==> config.mk <==
export PLATFORM = sky130hd
export DESIGN_NAME = cache_fill_fsm
export DESIGN_NICKNAME = d
export VERILOG_FILES = /design/src/rtl/cache_fill_fsm.sv
export SDC_FILE = /design/constraint.sdc
export NUM_CORES = 1
export LEC_CHECK = 0
export ABC_AREA = 1
export ABC_CLOCK_PERIOD_IN_PS = 1750
export CAP_MARGIN = 20
export CORE_ASPECT_RATIO = 1.25
export CORE_MARGIN = 5
export CORE_UTILIZATION = 34
export DETAILED_ROUTE_END_ITERATION = 8
export MAX_ROUTING_LAYER = met4
export PLACE_DENSITY = 0.85
export SYNTH_ARGS = -nofsm -noshare
export SYNTH_HDL_FRONTEND = slang
export SYNTH_SLANG_ARGS = --single-unit
==> constraint.sdc <==
create_clock -name clk -period 1.75 [get_ports clk]
set_input_delay 0.175 -clock clk [delete_from_list [all_inputs] [get_ports clk]]
set_output_delay 0.175 -clock clk [all_outputs]
set_load 0.05 [all_outputs]
==> src/rtl/cache_fill_fsm.sv <==
// Cache miss fill sequencer: stalls the pipeline, streams an 8-word block from
// main memory into the data array, then writes the tag on the final beat.
module cache_fill_fsm #(
    parameter int WORDS = 8
) (
    input  logic        clk,
    input  logic        rst,
    input  logic        miss_detected,
    input  logic [15:0] miss_address,
    input  logic        memory_data_valid,
    input  logic [15:0] memory_data,
    output logic        fsm_busy,
    output logic        mem_en,
    output logic [15:0] memory_address,
    output logic        write_data_array,
    output logic [2:0]  write_offset,
    output logic [15:0] write_data,
    output logic        write_tag_array,
    output logic [11:0] tag_out
);

    localparam logic [2:0] LAST = 3'(WORDS - 1);

    typedef enum logic {
        IDLE = 1'b0,
        FILL = 1'b1
    } state_t;

    state_t      state;
    state_t      nextState;
    logic [11:0] base;
    logic [2:0]  issueCnt;
    logic        issuing;
    logic [2:0]  rxCnt;

    // Block offset bits of the miss address play no part in the fill.
    logic unusedAddrBits;
    assign unusedAddrBits = ^miss_address[3:0];

    // Memory handshake: mem_en is a fire-and-forget request with no ready;
    // memory_data_valid marks one returned beat, and beats come back in request order.
    always_ff @(posedge clk) begin
        if (rst) begin
            state    <= IDLE;
            base     <= 12'd0;
            issueCnt <= 3'd0;
            issuing  <= 1'b0;
            rxCnt    <= 3'd0;
        end else begin
            state <= nextState;
            case (state)
                IDLE: begin
                    if (miss_detected) begin
                        base     <= miss_address[15:4];
                        issueCnt <= 3'd0;
                        issuing  <= 1'b1;
                        rxCnt    <= 3'd0;
                    end
                end
                FILL: begin
                    if (issuing) begin
                        if (issueCnt == LAST) begin
                            issuing <= 1'b0;
                        end else begin
                            issueCnt <= issueCnt + 3'd1;
                        end
                    end
                    // Wraps to 0 on the last beat, leaving it clean for the next fill.
                    if (memory_data_valid) begin
                        rxCnt <= rxCnt + 3'd1;
                    end
                end
                default: ;
            endcase
        end
    end

    always_comb begin
        nextState        = state;
        fsm_busy         = 1'b0;
        mem_en           = 1'b0;
        memory_address   = 16'd0;
        write_data_array = 1'b0;
        write_tag_array  = 1'b0;
        case (state)
            IDLE: begin
                fsm_busy = miss_detected;
                if (miss_detected) begin
                    nextState = FILL;
                end
            end
            FILL: begin
                fsm_busy = 1'b1;
                mem_en   = issuing;
                if (issuing) begin
                    memory_address = {base, issueCnt, 1'b0};
                end
                if (memory_data_valid) begin
                    write_data_array = 1'b1;
                    if (rxCnt == LAST) begin
                        write_tag_array = 1'b1;
                        nextState       = IDLE;
                    end
                end
            end
            default: nextState = IDLE;
        endcase
    end

    assign write_offset = rxCnt;
    assign write_data   = memory_data;
    assign tag_out      = base;

endmodule

==> impl_results.html, run 1 <==
<table>
<tr><th>Metric</th><th>Value</th></tr>
<tr><th colspan="2">STA</th></tr>
<tr><td>Maximum clock rate</td><td>~600 MHz</td></tr>
<tr><td>Relative slew slack</td><td>65.78%</td></tr>
<tr><td>Setup repair after global routing missed its margin</td><td>false</td></tr>
<tr><td>Slew at the pin with the worst max-slew slack</td><td>roughly 0.5 ns</td></tr>
<tr><td>Final critical path time including I/O delays and setup</td><td>roughly 1.7 ns</td></tr>
<tr><td>Endpoints failing hold</td><td>0</td></tr>
<tr><td>Number of endpoints failing setup at the final stage</td><td>0</td></tr>
<tr><td>Period utilization</td><td>a little over nine tenths</td></tr>
<tr><td>Worst clock skew on the final layout</td><td>around 0.0096 ns</td></tr>
<tr><td>Post-route setup TNS</td><td>0 ns</td></tr>
<tr><td>Number of pins exceeding their max-slew limit in the final report</td><td>0</td></tr>
<tr><th colspan="2">Clocking</th></tr>
<tr><td>Cts bufs inserted</td><td>3</td></tr>
<tr><td>Number of buffers added for setup after CTS</td><td>0</td></tr>
<tr><td>Number of gates given a new drive strength after cts</td><td>0</td></tr>
<tr><td>Depth of the CTS H-tree</td><td>1</td></tr>
<tr><td>Skew-Pair Late Insertion Delay</td><td>~0.29 ns</td></tr>
<tr><td>Root Driver</td><td>sky130_fd_sc_hd__clkbuf_4</td></tr>
<tr><td>Number of clock sinks</td><td>20</td></tr>
<tr><td>Hold Buf Count CTS</td><td>0</td></tr>
<tr><td>CTS clk-pin slew, worst paths</td><td>~0.10 ns</td></tr>
<tr><td>Clock buffer depth</td><td>2</td></tr>
<tr><td>CTS tree</td><td>built</td></tr>
<tr><th colspan="2">Setup path</th></tr>
<tr><td>Chain of cells forming the critical path</td><td>clkdlybuf4s50_1</td></tr>
<tr><td>Sum of buffers and inverters on the critical path</td><td>1</td></tr>
<tr><td>Capturing element type of the critical path</td><td>output port</td></tr>
<tr><td>Worst Reg2Reg Path Length in Cells</td><td>6</td></tr>
<tr><td>Max FO, Critical Path</td><td>4</td></tr>
<tr><td>Critical path's top delay family</td><td>buffers and inverters</td></tr>
<tr><td>Critical path arrival</td><td>~1.5 ns</td></tr>
<tr><td>Required time worst endpoint</td><td>1.57 ns</td></tr>
<tr><td>Worst setup path start</td><td>write_offset[0]</td></tr>
<tr><td>Startpoint type of the worst setup path</td><td>flop</td></tr>
<tr><td>Critical Path Slowest Stage Cell</td><td>sky130_fd_sc_hd__clkdlybuf4s50_1</td></tr>
<tr><td>Reg-to-Reg Start</td><td>issueCnt[0]</td></tr>
<tr><td>Flop2flop setup slack</td><td>around 0.46 ns</td></tr>
<tr><td>Critical path depth</td><td>1</td></tr>
<tr><td>Type of the setup path with the least slack</td><td>reg2out</td></tr>
<tr><td>Maximum cell stage delay along the critical path</td><td>around 0.82 ns</td></tr>
<tr><th colspan="2">Run</th></tr>
<tr><td>Max-Cap Viols</td><td>0</td></tr>
<tr><th colspan="2">Floorplanning</th></tr>
<tr><td>Overall die width</td><td>approximately 59 um</td></tr>
<tr><td>Starting utilization of the core area</td><td>35.29%</td></tr>
<tr><td>Top-level port count</td><td>87</td></tr>
<tr><td>Floorplan Core Area</td><td>between 2000 and 3000 um2</td></tr>
<tr><td>DIE HEIGHT</td><td>71.53 um</td></tr>
<tr><td>Number of rows in the core area</td><td>22</td></tr>
<tr><td>Die area</td><td>approximately 4200 um2</td></tr>
<tr><th colspan="2">Hold path</th></tr>
<tr><td>Hold Crit Depth</td><td>0</td></tr>
<tr><td>Hold wc startpoint</td><td>memory_data[11]</td></tr>
<tr><td>Worst hold path type</td><td>in2out</td></tr>
<tr><th colspan="2">Layout</th></tr>
<tr><td>P&amp;R area growth vs syn</td><td>56.87%</td></tr>
<tr><td>Layout Utilization</td><td>55.36%</td></tr>
<tr><td>Final design instance area without fill</td><td>1615 um2</td></tr>
<tr><td>Share of cells above drive strength 1</td><td>between 15 and 20%</td></tr>
<tr><td>Final net count</td><td>about 210</td></tr>
<tr><td>Antenna diode instance count</td><td>0</td></tr>
<tr><th colspan="2">Route</th></tr>
<tr><td>Drt via density</td><td>about 4.5</td></tr>
<tr><td>Vias after detailed routing</td><td>roughly 940</td></tr>
<tr><td>Drt total wl</td><td>about 2.4 mm</td></tr>
<tr><td>Total DRC errors in the routed layout</td><td>0</td></tr>
<tr><td>Iteration-0 DRC Markers</td><td>27</td></tr>
<tr><td>First drt pass iteration count</td><td>3</td></tr>
<tr><td>WL/cell</td><td>between 10 and 15 um</td></tr>
<tr><td>Post-route ant nets</td><td>0</td></tr>
<tr><th colspan="2">Synthesis</th></tr>
<tr><td>Most area-hungry cell type in the Yosys netlist</td><td>sky130_fd_sc_hd__dfxtp_1</td></tr>
<tr><td>Sequential fraction of the synthesis area</td><td>about two fifths</td></tr>
<tr><td>Most used flip-flop cell after synthesis</td><td>sky130_fd_sc_hd__dfxtp_1</td></tr>
<tr><td>Netlist cell types</td><td>16</td></tr>
<tr><td>Post-synthesis cell count</td><td>~140</td></tr>
<tr><td>Number of enable flip-flop cells after synthesis</td><td>0</td></tr>
<tr><td>Synth top area share</td><td>38.88%</td></tr>
<tr><td>Avg Cell Area, Syn</td><td>7.303 um2</td></tr>
<tr><td>Number of synthesis warnings</td><td>0</td></tr>
<tr><td>Leading cell type by number of instances after synthesis</td><td>sky130_fd_sc_hd__inv_1</td></tr>
<tr><td>Synth Register Bits</td><td>20</td></tr>
<tr><td>Total standard cell area after synthesis</td><td>between 1000 and 1500 um2</td></tr>
<tr><td>Number of nets produced by synthesis</td><td>roughly 180</td></tr>
<tr><td>Commonest cells post-synth</td><td>23 x sky130_fd_sc_hd__inv_1, 21 x sky130_fd_sc_hd__nor2_1, 20 x sky130_fd_sc_hd__dfxtp_1, 18 x sky130_fd_sc_hd__a21oi_1, 17 x sky130_fd_sc_hd__buf_4</td></tr>
<tr><td>Area contributors post-synth</td><td>sky130_fd_sc_hd__dfxtp_1 39%, sky130_fd_sc_hd__buf_4 12%, sky130_fd_sc_hd__a21oi_1 8.7%, sky130_fd_sc_hd__inv_1 8.4%, sky130_fd_sc_hd__nor2_1 7.7%</td></tr>
<tr><td>Share of synthesized registers carrying an async set or reset</td><td>0%</td></tr>
<tr><th colspan="2">Placement</th></tr>
<tr><td>Port Buf Inserts</td><td>49</td></tr>
<tr><td>Half-perimeter wire length after placement</td><td>about 1.9 mm</td></tr>
<tr><td>Gp weighted congestion</td><td>approximately 0.72</td></tr>
<tr><td>Placed cell areas</td><td>1593 um2</td></tr>
<tr><th colspan="2">Power</th></tr>
<tr><td>Power, Total</td><td>slightly above 0.001 W</td></tr>
<tr><td>Leakage</td><td>0.6677 nW</td></tr>
<tr><td>Cell area power density</td><td>632.7 nW/um2</td></tr>
<tr><td>Max IR drop VDD</td><td>0.3461 mV</td></tr>
<tr><th colspan="2">Global routing</th></tr>
<tr><td>Global-route wire length before repair</td><td>~3.8 mm</td></tr>
<tr><td>Total grt overflow</td><td>0</td></tr>
<tr><td>Initial antenna violation count</td><td>0</td></tr>
<tr><td>Number of global-route vias before repair</td><td>roughly 870</td></tr>
<tr><td>GRT Total Usage</td><td>between 10% and 20%</td></tr>
<tr><td>Maximum number of pins on one net before global-route repair</td><td>32</td></tr>
<tr><th colspan="2">Outcome</th></tr>
<tr><td>Status</td><td>finished, final reports clean</td></tr>
</table>
==> cells in the final DEF (no fill, tap or decap), drive strengths merged <==
cell,count
inv,24
nand3,5
clkbuf,3
ha,4
o21ai,15
clkdlybuf4s50,30
a21oi,18
nor2,21
buf,19
conb,1
nand2,11
dfxtp,20
==> final timing paths <==
check | end
worst max register to register | issueCnt[0]
worst min-delay path | write_data[11]
worst max-delay path | write_offset[0]
worst min register to register | tag_out[10]
==> final cells by class <==
class,instances,area (um2)
repair buffers,49,680.7
inverters,24,90.09
flip-flops and latches,20,400.4
multi-input cells,75,376.6
fillers,278,1303
clock buffers,3,22.52
well taps,36,45.04
==> power by group <==
group / leakage [nW] / internal [W] / switching (W) / total, W
logic: 0.489 / 0.000117 / 0.000193 / 0.000310
registers: 0.165 / 0.000483 / 0.0000166 / 0.000500
clock network: 0.0138 / 0.0000800 / 0.000132 / 0.000212
==> registers in the layout, summed over array words and instances (netlist names) <==
| signal | count |
|---|---|
| tag_out | 12 |
| issuing | 1 |
| state | 1 |
| write_offset | 3 |
| issueCnt | 3 |
==> layer usage <==
metal / global-route usage (%) / routed length [um]
met1: 13.30 / 959
met2: 20.05 / 1240
met3: 1.622 / 175
met4: 5.542 / 25
met5: - / 0
==> cells by family after synthesis <==
kind of cell               Yosys count  synth area share (%)
buffers and inverters               46                 24.79
and+or+nand+nor                     37                 15.07
AOI/OAI and AO/OA                   33                 16.04
DFF                                 20                 38.88
adders and majority gates            4                 4.860
other                                1                0.3642
==> stage by stage <==
step,hold WS [ns],setup slack (ns),cells
6_report,0.3500,0.07217,207
2_1_floorplan,0.2441,0.02351,141
3_5_place_dp,0.3504,0.3103,204
5_1_grt,0.3501,0.003293,207
3_3_place_gp,0.3504,0.3486,204
4_1_cts,0.3504,0.04920,207
Power figures use the tool's default switching activity.
==> run 2, diff against run 1 <==
--- a/config.mk
+++ b/config.mk
@@ -5,15 +5,15 @@
 export SDC_FILE = /design/constraint.sdc
 export NUM_CORES = 1
 export LEC_CHECK = 0
-export ABC_AREA = 1
 export ABC_CLOCK_PERIOD_IN_PS = 1750
 export CAP_MARGIN = 20
 export CORE_ASPECT_RATIO = 1.25
 export CORE_MARGIN = 5
-export CORE_UTILIZATION = 34
+export CORE_UTILIZATION = 35
 export DETAILED_ROUTE_END_ITERATION = 8
 export MAX_ROUTING_LAYER = met4
-export PLACE_DENSITY = 0.85
+export PLACE_DENSITY = 0.86
+export SLEW_MARGIN = 25
 export SYNTH_ARGS = -nofsm -noshare
 export SYNTH_HDL_FRONTEND = slang
 export SYNTH_SLANG_ARGS = --single-unit
==> impl_results.html, run 2 <==
<table>
<tr><th>Metric</th><th>Value</th></tr>
<tr><th colspan="2">Outcome</th></tr>
<tr><td>Status</td><td>finished, final reports clean (unchanged)</td></tr>
<tr><th colspan="2">Placement</th></tr>
<tr><td>Gp weighted congestion</td><td>0.6843 (was 0.7220)</td></tr>
<tr><td>Worst slack after detailed placement</td><td>0.2371 ns (was 0.3103 ns)</td></tr>
<tr><td>Port Buf Inserts</td><td>49 (unchanged)</td></tr>
<tr><td>Half-perimeter wire length after placement</td><td>2.045 mm (was 1.863 mm)</td></tr>
<tr><th colspan="2">Global routing</th></tr>
<tr><td>Maximum number of pins on one net before global-route repair</td><td>21 (was 32)</td></tr>
<tr><td>GRT Total Usage</td><td>12.95% (was 11.81%)</td></tr>
<tr><td>Global-route wire length before repair</td><td>4.167 mm (was 3.815 mm)</td></tr>
<tr><td>Number of global-route vias before repair</td><td>902 (was 865)</td></tr>
<tr><td>Initial antenna violation count</td><td>0 (unchanged)</td></tr>
<tr><td>Total grt overflow</td><td>0 (unchanged)</td></tr>
<tr><th colspan="2">Run</th></tr>
<tr><td>Max-Cap Viols</td><td>0 (unchanged)</td></tr>
<tr><th colspan="2">Layout</th></tr>
<tr><td>Commonest cells after routing, fill and taps aside</td><td>30 x sky130_fd_sc_hd__clkdlybuf4s50_1, 28 x sky130_fd_sc_hd__nand2_1, 19 x sky130_fd_sc_hd__dfxtp_1, 19 x sky130_fd_sc_hd__buf_12, 17 x sky130_fd_sc_hd__a21oi_1 (was 30 x sky130_fd_sc_hd__clkdlybuf4s50_1, 23 x sky130_fd_sc_hd__inv_1, 20 x sky130_fd_sc_hd__nor2_1, 20 x sky130_fd_sc_hd__dfxtp_1, 19 x sky130_fd_sc_hd__buf_12)</td></tr>
<tr><td>Fill cell total of the finished layout</td><td>261 (was 278)</td></tr>
<tr><td>Share of cells above drive strength 1</td><td>21.21% (was 15.20%)</td></tr>
<tr><td>Final net count</td><td>206 (was 213)</td></tr>
<tr><td>Max FFs per register</td><td>12 (unchanged)</td></tr>
<tr><td>Antenna diode instance count</td><td>0 (unchanged)</td></tr>
<tr><td>Area of all sequential standard cells</td><td>401.6 um2 (was 400.4 um2)</td></tr>
<tr><td>P&amp;R area growth vs syn</td><td>58.78% (was 56.87%)</td></tr>
<tr><td>Leading cell type in the layout, fill and taps excluded</td><td>sky130_fd_sc_hd__clkdlybuf4s50_1 (unchanged)</td></tr>
<tr><td>Area of combinational cells with multiple inputs</td><td>473.0 um2 (was 376.6 um2)</td></tr>
<tr><td>Layout Utilization</td><td>57.80% (was 55.36%)</td></tr>
<tr><th colspan="2">Setup path</th></tr>
<tr><td>Sum of buffers and inverters on the critical path</td><td>1 (unchanged)</td></tr>
<tr><td>Type of the setup path with the least slack</td><td>reg2out (unchanged)</td></tr>
<tr><td>Critical path arrival</td><td>1.51 ns (was 1.50 ns)</td></tr>
<tr><td>Capturing element type of the critical path</td><td>output port (unchanged)</td></tr>
<tr><td>Critical Path Slowest Stage Cell</td><td>sky130_fd_sc_hd__clkdlybuf4s50_1 (unchanged)</td></tr>
<tr><td>Worst Reg2Reg Path Length in Cells</td><td>3 (was 6)</td></tr>
<tr><td>Flop2flop setup slack</td><td>0.21 ns (was 0.46 ns)</td></tr>
<tr><td>Critical path's top delay family</td><td>buffers and inverters (unchanged)</td></tr>
<tr><td>Chain of cells forming the critical path</td><td>clkdlybuf4s50_1 (unchanged)</td></tr>
<tr><td>Reg-to-Reg Start</td><td>state (was issueCnt[0])</td></tr>
<tr><td>Maximum cell stage delay along the critical path</td><td>0.82 ns (about the same)</td></tr>
<tr><td>Capture point of the worst reg-to-reg path</td><td>issueCnt[1] (was issueCnt[0])</td></tr>
<tr><td>Required time worst endpoint</td><td>1.57 ns (about the same)</td></tr>
<tr><td>Startpoint type of the worst setup path</td><td>flop (unchanged)</td></tr>
<tr><td>Max FO, Critical Path</td><td>3 (was 4)</td></tr>
<tr><th colspan="2">Synthesis</th></tr>
<tr><td>Area contributors post-synth</td><td>sky130_fd_sc_hd__dfxtp_1 38%, sky130_fd_sc_hd__buf_4 12%, sky130_fd_sc_hd__nand2_1 9.9%, sky130_fd_sc_hd__a21oi_1 8.0%, sky130_fd_sc_hd__and3_1 5.9% (was sky130_fd_sc_hd__dfxtp_1 39%, sky130_fd_sc_hd__buf_4 12%, sky130_fd_sc_hd__a21oi_1 8.7%, sky130_fd_sc_hd__inv_1 8.4%, sky130_fd_sc_hd__nor2_1 7.7%)</td></tr>
<tr><td>Number of synthesis warnings</td><td>0 (unchanged)</td></tr>
<tr><td>Sequential fraction of the synthesis area</td><td>37.69% (was 38.88%)</td></tr>
<tr><td>Synth Register Bits</td><td>20 (unchanged)</td></tr>
<tr><td>Commonest cells post-synth</td><td>28 x sky130_fd_sc_hd__nand2_1, 20 x sky130_fd_sc_hd__dfxtp_1, 17 x sky130_fd_sc_hd__a21oi_1, 17 x sky130_fd_sc_hd__buf_4, 10 x sky130_fd_sc_hd__and3_1 (was 23 x sky130_fd_sc_hd__inv_1, 21 x sky130_fd_sc_hd__nor2_1, 20 x sky130_fd_sc_hd__dfxtp_1, 18 x sky130_fd_sc_hd__a21oi_1, 17 x sky130_fd_sc_hd__buf_4)</td></tr>
<tr><td>Avg Cell Area, Syn</td><td>7.927 um2 (was 7.303 um2)</td></tr>
<tr><td>Most area-hungry cell type in the Yosys netlist</td><td>sky130_fd_sc_hd__dfxtp_1 (unchanged)</td></tr>
<tr><td>Most used flip-flop cell after synthesis</td><td>sky130_fd_sc_hd__dfxtp_1 (unchanged)</td></tr>
<tr><td>Leading cell type by number of instances after synthesis</td><td>sky130_fd_sc_hd__nand2_1 (was sky130_fd_sc_hd__inv_1)</td></tr>
<tr><td>Netlist cell types</td><td>25 (was 16)</td></tr>
<tr><td>Share of synthesized registers carrying an async set or reset</td><td>0% (unchanged)</td></tr>
<tr><td>Synth top area share</td><td>37.69% (was 38.88%)</td></tr>
<tr><td>Number of enable flip-flop cells after synthesis</td><td>0 (unchanged)</td></tr>
<tr><td>Post-synthesis cell count</td><td>134 (was 141)</td></tr>
<tr><td>Number of nets produced by synthesis</td><td>174 (was 181)</td></tr>
<tr><td>Total standard cell area after synthesis</td><td>1062 um2 (was 1030 um2)</td></tr>
<tr><th colspan="2">Floorplanning</th></tr>
<tr><td>DIE HEIGHT</td><td>71.60 um (was 71.53 um)</td></tr>
<tr><td>Floorplan Core Area</td><td>2918 um2 (unchanged)</td></tr>
<tr><td>Top-level port count</td><td>87 (unchanged)</td></tr>
<tr><td>Number of rows in the core area</td><td>22 (unchanged)</td></tr>
<tr><td>Overall die width</td><td>59.28 um (was 59.23 um)</td></tr>
<tr><td>Die area</td><td>4244 um2 (was 4236 um2)</td></tr>
<tr><td>Starting utilization of the core area</td><td>36.41% (was 35.29%)</td></tr>
<tr><th colspan="2">Clocking</th></tr>
<tr><td>Number of buffers added for setup after CTS</td><td>0 (unchanged)</td></tr>
<tr><td>Clock buffer depth</td><td>2 (unchanged)</td></tr>
<tr><td>Depth of the CTS H-tree</td><td>1 (unchanged)</td></tr>
<tr><td>Root Driver</td><td>sky130_fd_sc_hd__clkbuf_4 (unchanged)</td></tr>
<tr><td>Cts bufs inserted</td><td>3 (unchanged)</td></tr>
<tr><td>Skew-Pair Late Insertion Delay</td><td>0.30 ns (was 0.29 ns)</td></tr>
<tr><td>CTS tree</td><td>built (unchanged)</td></tr>
<tr><td>CTS clk-pin slew, worst paths</td><td>0.12 ns (was 0.10 ns)</td></tr>
<tr><td>Number of clock sinks</td><td>20 (unchanged)</td></tr>
<tr><th colspan="2">Route</th></tr>
<tr><td>First drt pass iteration count</td><td>4 (was 3)</td></tr>
<tr><td>Post-route ant nets</td><td>0 (unchanged)</td></tr>
<tr><td>Iteration-0 DRC Markers</td><td>16 (was 27)</td></tr>
<tr><td>WL/cell</td><td>13.29 um (was 11.59 um)</td></tr>
<tr><td>Vias after detailed routing</td><td>964 (was 937)</td></tr>
<tr><td>Drt total wl</td><td>2.671 mm (was 2.400 mm)</td></tr>
<tr><td>Total DRC errors in the routed layout</td><td>0 (unchanged)</td></tr>
<tr><td>Drt via density</td><td>4.796 (was 4.527)</td></tr>
<tr><th colspan="2">Power</th></tr>
<tr><td>Clock share of power</td><td>33.0% (was 20.7%)</td></tr>
<tr><td>Max IR drop VDD</td><td>0.3605 mV (was 0.3461 mV)</td></tr>
<tr><td>Leakage</td><td>0.7202 nW (was 0.6677 nW)</td></tr>
<tr><td>Power Internal</td><td>0.0008157 W (was 0.0006808 W)</td></tr>
<tr><td>Comb power frac</td><td>22.8% (was 30.3%)</td></tr>
<tr><td>Fraction of power consumed by sequential logic</td><td>44.2% (was 48.9%)</td></tr>
<tr><td>Cell area power density</td><td>674.5 nW/um2 (was 632.7 nW/um2)</td></tr>
<tr><td>Net switching component of the power</td><td>0.0003220 W (was 0.0003412 W)</td></tr>
<tr><td>Switch share</td><td>28.30% (was 33.39%)</td></tr>
<tr><th colspan="2">STA</th></tr>
<tr><td>Endpoints failing hold</td><td>0 (unchanged)</td></tr>
<tr><td>Worst Setup Slack, final</td><td>0.06190 ns (was 0.07217 ns)</td></tr>
<tr><td>Relative slew slack</td><td>56.28% (was 65.78%)</td></tr>
<tr><td>Slew at the pin with the worst max-slew slack</td><td>0.6558 ns (was 0.5117 ns)</td></tr>
<tr><td>Number of endpoints failing setup at the final stage</td><td>0 (unchanged)</td></tr>
<tr><td>Period utilization</td><td>96.46% (was 95.88%)</td></tr>
<tr><td>Setup repair after global routing missed its margin</td><td>false (unchanged)</td></tr>
<tr><td>Maximum clock rate</td><td>592.4 MHz (was 596.0 MHz)</td></tr>
<tr><td>Final critical path time including I/O delays and setup</td><td>1.688 ns (was 1.678 ns)</td></tr>
<tr><td>Worst clock skew on the final layout</td><td>0.01258 ns (was 0.009642 ns)</td></tr>
<tr><td>Number of pins exceeding their max-slew limit in the final report</td><td>0 (unchanged)</td></tr>
<tr><td>Post-route setup TNS</td><td>0 ns (unchanged)</td></tr>
<tr><th colspan="2">Hold path</th></tr>
<tr><td>Hold wc startpoint</td><td>memory_data[11] (unchanged)</td></tr>
<tr><td>Hold Crit Depth</td><td>0 (unchanged)</td></tr>
<tr><td>Worst hold path type</td><td>in2out (unchanged)</td></tr>
<tr><td>Worst Hold Path EP</td><td>write_data[11] (unchanged)</td></tr>
</table>
run 2: cell types whose count changed after synthesis, moves of 3 or more:
cell / previous run / this run
sky130_fd_sc_hd__and3_1: 0 / 10
sky130_fd_sc_hd__and3_2: 0 / 6
sky130_fd_sc_hd__clkbuf_1: 0 / 5
sky130_fd_sc_hd__inv_1: 23 / 3
sky130_fd_sc_hd__nand2_1: 9 / 28
sky130_fd_sc_hd__nor2_1: 21 / 2
sky130_fd_sc_hd__o21ai_0: 12 / 0
sky130_fd_sc_hd__o21ai_1: 3 / 0
run 2: layer usage:
metal,global-route usage [%],vias up,routed length (um)
li1,-,489,-
met1,14.35,433,1086
met2,22.48,36,1363
met3,1.622,6,173
met4,5.793,0,47
met5,-,-,0
run 2: how the worst max path moves through the flow:
stage                          from                 end  slack (ns)  cells after the start
finish                   tag_out[9]          tag_out[9]        0.06                      1
global route                  state  memory_address[10]      0.0008                      3
detailed placement    miss_detected         issueCnt[2]        0.24                      4
CTS                 write_offset[0]     write_offset[0]        0.04                      1
global placement      miss_detected         issueCnt[1]        0.25                      4
floorplan           write_offset[0]               state        0.07                      4
run 2: logic make-up after synthesis:
family                   synth area share (%)
AO/OA/AOI/OAI                           10.84
other                                  0.3530
adder cells (fa/ha/maj)                 4.712
buffers and inverters                   17.78
AND/OR/NAND/NOR                         28.62
flip-flops                              37.69
run 2: final cells by class:
| type | instances | share of cell area [%] |
|---|---|---|
| Tap cell | 36 | 2.671 |
| Inverter | 3 | 0.6677 |
| Timing Repair Buffer | 52 | 41.69 |
| Sequential cell | 20 | 23.81 |
| Clock buffer | 3 | 1.335 |
| Multi-Input combinational cell | 86 | 28.04 |
| Clock inverter | 1 | 1.780 |
run 2: repair_timing:
action / CTS / global route
resized for setup: 0 / 1
hold buffers: 0 / 0
endpoints found under the setup margin: 0 / 1
run 2: power groups by stage:
stage / Combinational (W) / Clock (W) / Sequential, W
global placement: 0.000258 / 0 / 0.000511
finish: 0.000259 / 0.000376 / 0.000503
detailed placement: 0.000261 / 0 / 0.000513
CTS: 0.000262 / 0.000388 / 0.000503
global route: 0.000276 / 0.000411 / 0.000508
floorplan: 0.000198 / 0 / 0.000562
run 2: metrics by stage:
| step | hold slack (ns) | power (W) | instances | area, um2 |
|---|---|---|---|---|
| floorplan | 0.3110 | 0.0007598 | 134 | 1062 |
| global placement | 0.3503 | 0.0007692 | 197 | 1633 |
| detailed placement | 0.3503 | 0.0007739 | 197 | 1633 |
| CTS | 0.3503 | 0.001152 | 201 | 1685 |
| global route | 0.3501 | 0.001195 | 201 | 1687 |
| finish | 0.3500 | 0.001138 | 201 | 1687 |
==> run 3, diff against run 2 <==
--- a/config.mk
+++ b/config.mk
@@ -11,6 +11,7 @@
 export CORE_MARGIN = 5
 export CORE_UTILIZATION = 35
 export DETAILED_ROUTE_END_ITERATION = 8
+export GPL_TIMING_DRIVEN = 0
 export MAX_ROUTING_LAYER = met4
 export PLACE_DENSITY = 0.86
 export SLEW_MARGIN = 25
==> impl_results.html, run 3 (synthesis gave the netlist of run 2 again) <==
<table>
<tr><th>Metric</th><th>Value</th></tr>
<tr><th colspan="2">Outcome</th></tr>
<tr><td>Status</td><td>finished, final reports clean (unchanged)</td></tr>
<tr><th colspan="2">Layout</th></tr>
<tr><td>P&amp;R area growth vs syn</td><td>69.26% (was 58.78%)</td></tr>
<tr><td>Layout Utilization</td><td>61.62% (was 57.80%)</td></tr>
<tr><td>Share of cells above drive strength 1</td><td>26.73% (was 21.21%)</td></tr>
<tr><td>Max FFs per register</td><td>12 (unchanged)</td></tr>
<tr><td>Leading cell type in the layout, fill and taps excluded</td><td>sky130_fd_sc_hd__clkdlybuf4s50_1 (unchanged)</td></tr>
<tr><td>Antenna diode instance count</td><td>0 (unchanged)</td></tr>
<tr><td>Fill cell total of the finished layout</td><td>281 (was 261)</td></tr>
<tr><td>Final net count</td><td>243 (was 206)</td></tr>
<tr><td>Commonest cells after routing, fill and taps aside</td><td>44 x sky130_fd_sc_hd__clkdlybuf4s50_1, 28 x sky130_fd_sc_hd__nand2_1, 18 x sky130_fd_sc_hd__dfxtp_1 (was 30 x sky130_fd_sc_hd__clkdlybuf4s50_1, 28 x sky130_fd_sc_hd__nand2_1, 19 x sky130_fd_sc_hd__dfxtp_1, 19 x sky130_fd_sc_hd__buf_12, 17 x sky130_fd_sc_hd__a21oi_1)</td></tr>
<tr><th colspan="2">Route</th></tr>
<tr><td>Iteration-0 DRC Markers</td><td>21 (was 16)</td></tr>
<tr><td>Drt via density</td><td>4.651 (was 4.796)</td></tr>
<tr><td>Total DRC errors in the routed layout</td><td>0 (unchanged)</td></tr>
<tr><td>Drt total wl</td><td>3.029 mm (was 2.671 mm)</td></tr>
<tr><td>Vias after detailed routing</td><td>1107 (was 964)</td></tr>
<tr><td>First drt pass iteration count</td><td>4 (unchanged)</td></tr>
<tr><td>WL/cell</td><td>12.73 um (was 13.29 um)</td></tr>
<tr><td>Post-route ant nets</td><td>0 (unchanged)</td></tr>
<tr><th colspan="2">STA</th></tr>
<tr><td>Slew at the pin with the worst max-slew slack</td><td>0.5366 ns (was 0.6558 ns)</td></tr>
<tr><td>Worst Setup Slack, final</td><td>0.06894 ns (was 0.06190 ns)</td></tr>
<tr><td>Maximum clock rate</td><td>594.9 MHz (was 592.4 MHz)</td></tr>
<tr><td>Post-route setup TNS</td><td>0 ns (unchanged)</td></tr>
<tr><td>Worst clock skew on the final layout</td><td>0.004048 ns (was 0.01258 ns)</td></tr>
<tr><td>Endpoints failing hold</td><td>0 (unchanged)</td></tr>
<tr><td>Number of endpoints failing setup at the final stage</td><td>0 (unchanged)</td></tr>
<tr><td>Final critical path time including I/O delays and setup</td><td>1.681 ns (was 1.688 ns)</td></tr>
<tr><td>Setup repair after global routing missed its margin</td><td>false (unchanged)</td></tr>
<tr><td>Number of pins exceeding their max-slew limit in the final report</td><td>0 (unchanged)</td></tr>
<tr><td>Final worst hold slack</td><td>0.3034 ns (was 0.3500 ns)</td></tr>
<tr><td>Period utilization</td><td>96.06% (was 96.46%)</td></tr>
<tr><td>Relative slew slack</td><td>64.22% (was 56.28%)</td></tr>
<tr><th colspan="2">Floorplanning</th></tr>
<tr><td>Overall die width</td><td>59.28 um (unchanged)</td></tr>
<tr><td>Starting utilization of the core area</td><td>36.41% (unchanged)</td></tr>
<tr><td>Number of rows in the core area</td><td>22 (unchanged)</td></tr>
<tr><td>Top-level port count</td><td>87 (unchanged)</td></tr>
<tr><td>DIE HEIGHT</td><td>71.60 um (unchanged)</td></tr>
<tr><td>Die area</td><td>4244 um2 (unchanged)</td></tr>
<tr><td>Floorplan Core Area</td><td>2918 um2 (unchanged)</td></tr>
<tr><th colspan="2">Setup path</th></tr>
<tr><td>Startpoint type of the worst setup path</td><td>flop (unchanged)</td></tr>
<tr><td>Required time worst endpoint</td><td>1.57 ns (about the same)</td></tr>
<tr><td>Chain of cells forming the critical path</td><td>clkdlybuf4s50_1 (unchanged)</td></tr>
<tr><td>Critical Path Slowest Stage Cell</td><td>sky130_fd_sc_hd__clkdlybuf4s50_1 (unchanged)</td></tr>
<tr><td>Sum of buffers and inverters on the critical path</td><td>1 (unchanged)</td></tr>
<tr><td>Max FO, Critical Path</td><td>3 (unchanged)</td></tr>
<tr><td>Critical path arrival</td><td>1.51 ns (about the same)</td></tr>
<tr><td>Critical path's top delay family</td><td>buffers and inverters (unchanged)</td></tr>
<tr><td>Capturing element type of the critical path</td><td>output port (unchanged)</td></tr>
<tr><td>Critical path depth</td><td>1 (unchanged)</td></tr>
<tr><td>Maximum cell stage delay along the critical path</td><td>0.82 ns (about the same)</td></tr>
<tr><td>Worst Reg2Reg Path Length in Cells</td><td>4 (was 3)</td></tr>
<tr><td>Type of the setup path with the least slack</td><td>reg2out (unchanged)</td></tr>
<tr><th colspan="2">Global routing</th></tr>
<tr><td>Initial antenna violation count</td><td>0 (unchanged)</td></tr>
<tr><td>GRT Total Usage</td><td>14.65% (was 12.95%)</td></tr>
<tr><td>Maximum number of pins on one net before global-route repair</td><td>12 (was 21)</td></tr>
<tr><td>Number of global-route vias before repair</td><td>1062 (was 902)</td></tr>
<tr><td>Total grt overflow</td><td>0 (unchanged)</td></tr>
<tr><td>Global-route wire length before repair</td><td>4.781 mm (was 4.167 mm)</td></tr>
<tr><th colspan="2">Clocking</th></tr>
<tr><td>Root Driver</td><td>sky130_fd_sc_hd__clkbuf_4 (unchanged)</td></tr>
<tr><td>Cts bufs inserted</td><td>3 (unchanged)</td></tr>
<tr><td>Hold Buf Count CTS</td><td>0 (unchanged)</td></tr>
<tr><td>CTS clk-pin slew, worst paths</td><td>0.11 ns (was 0.12 ns)</td></tr>
<tr><td>Depth of the CTS H-tree</td><td>1 (unchanged)</td></tr>
<tr><td>Clock buffer depth</td><td>2 (unchanged)</td></tr>
<tr><td>CTS tree</td><td>built (unchanged)</td></tr>
<tr><td>Skew-Pair Late Insertion Delay</td><td>0.29 ns (was 0.30 ns)</td></tr>
<tr><td>Number of buffers added for setup after CTS</td><td>0 (unchanged)</td></tr>
<tr><td>Number of clock sinks</td><td>20 (unchanged)</td></tr>
<tr><th colspan="2">Placement</th></tr>
<tr><td>Worst slack after detailed placement</td><td>-0.2650 ns (was 0.2371 ns)</td></tr>
<tr><td>Port Buf Inserts</td><td>64 (was 49)</td></tr>
<tr><td>Half-perimeter wire length after placement</td><td>2.381 mm (was 2.045 mm)</td></tr>
<tr><td>Gp weighted congestion</td><td>0.7221 (was 0.6843)</td></tr>
<tr><th colspan="2">Hold path</th></tr>
<tr><td>Worst hold path type</td><td>in2reg (was in2out)</td></tr>
<tr><td>Hold Crit Depth</td><td>2 (was 0)</td></tr>
<tr><th colspan="2">Run</th></tr>
<tr><td>Max-Cap Viols</td><td>0 (unchanged)</td></tr>
<tr><th colspan="2">Power</th></tr>
<tr><td>Leakage</td><td>0.8125 nW (was 0.7202 nW)</td></tr>
<tr><td>Max IR drop VDD</td><td>0.4785 mV (was 0.3605 mV)</td></tr>
<tr><td>Cell area power density</td><td>639.2 nW/um2 (was 674.5 nW/um2)</td></tr>
</table>
-- run 3: area by class of cell --
class / instances / area (um2) / share of cell area (%)
multi-input combinational: 86 / 473.0 / 26.30
sequential: 20 / 402.9 / 22.41
inverter: 3 / 11.26 / 0.6263
clock buffer: 4 / 36.28 / 2.018
timing repair buffer: 64 / 648.1 / 36.05
tap: 36 / 45.04 / 2.505
buffer: 25 / 181.4 / 10.09
-- run 3: what timing repair did --
action                                  4_1_cts  5_1_grt
pin swaps                                     0        0
gates resized for setup                      57        8
endpoints found under the setup margin       19       18
-- run 3: power by group --
group          leakage, nW  switching, W  internal (W)  total, W
combinational        0.627      0.000239      0.000149  0.000388
clock               0.0210      0.000137      0.000127  0.000264
sequential           0.164     0.0000192      0.000478  0.000497
-- run 3: stage by stage --
step	std cells	area, um2	power [W]
after CTS	238	1808	0.001165
after detailed placement	234	1748	0.0008984
after global routing	238	1798	0.001211
final	238	1798	0.001149
after global placement	234	1748	0.0008948
after floorplan	134	1062	0.0007598
-- run 3: final timing paths --
kind,slack [ns],to,startpoint
max,0.07,tag_out[9],tag_out[9]
min,0.30,issueCnt[2],rst
max reg2reg,0.38,issueCnt[0],issueCnt[0]
min reg2reg,0.47,tag_out[1],tag_out[1]
-- run 3: per-layer routing --
metal | part of all wire (%) | track usage [%] | vias to the layer above
met5 | 0 | - | -
met4 | 1.1 | 6.801 | 0
met3 | 10 | 2.342 | 2
met2 | 49 | 23.94 | 56
met1 | 40 | 17.16 | 481
li1 | - | - | 568
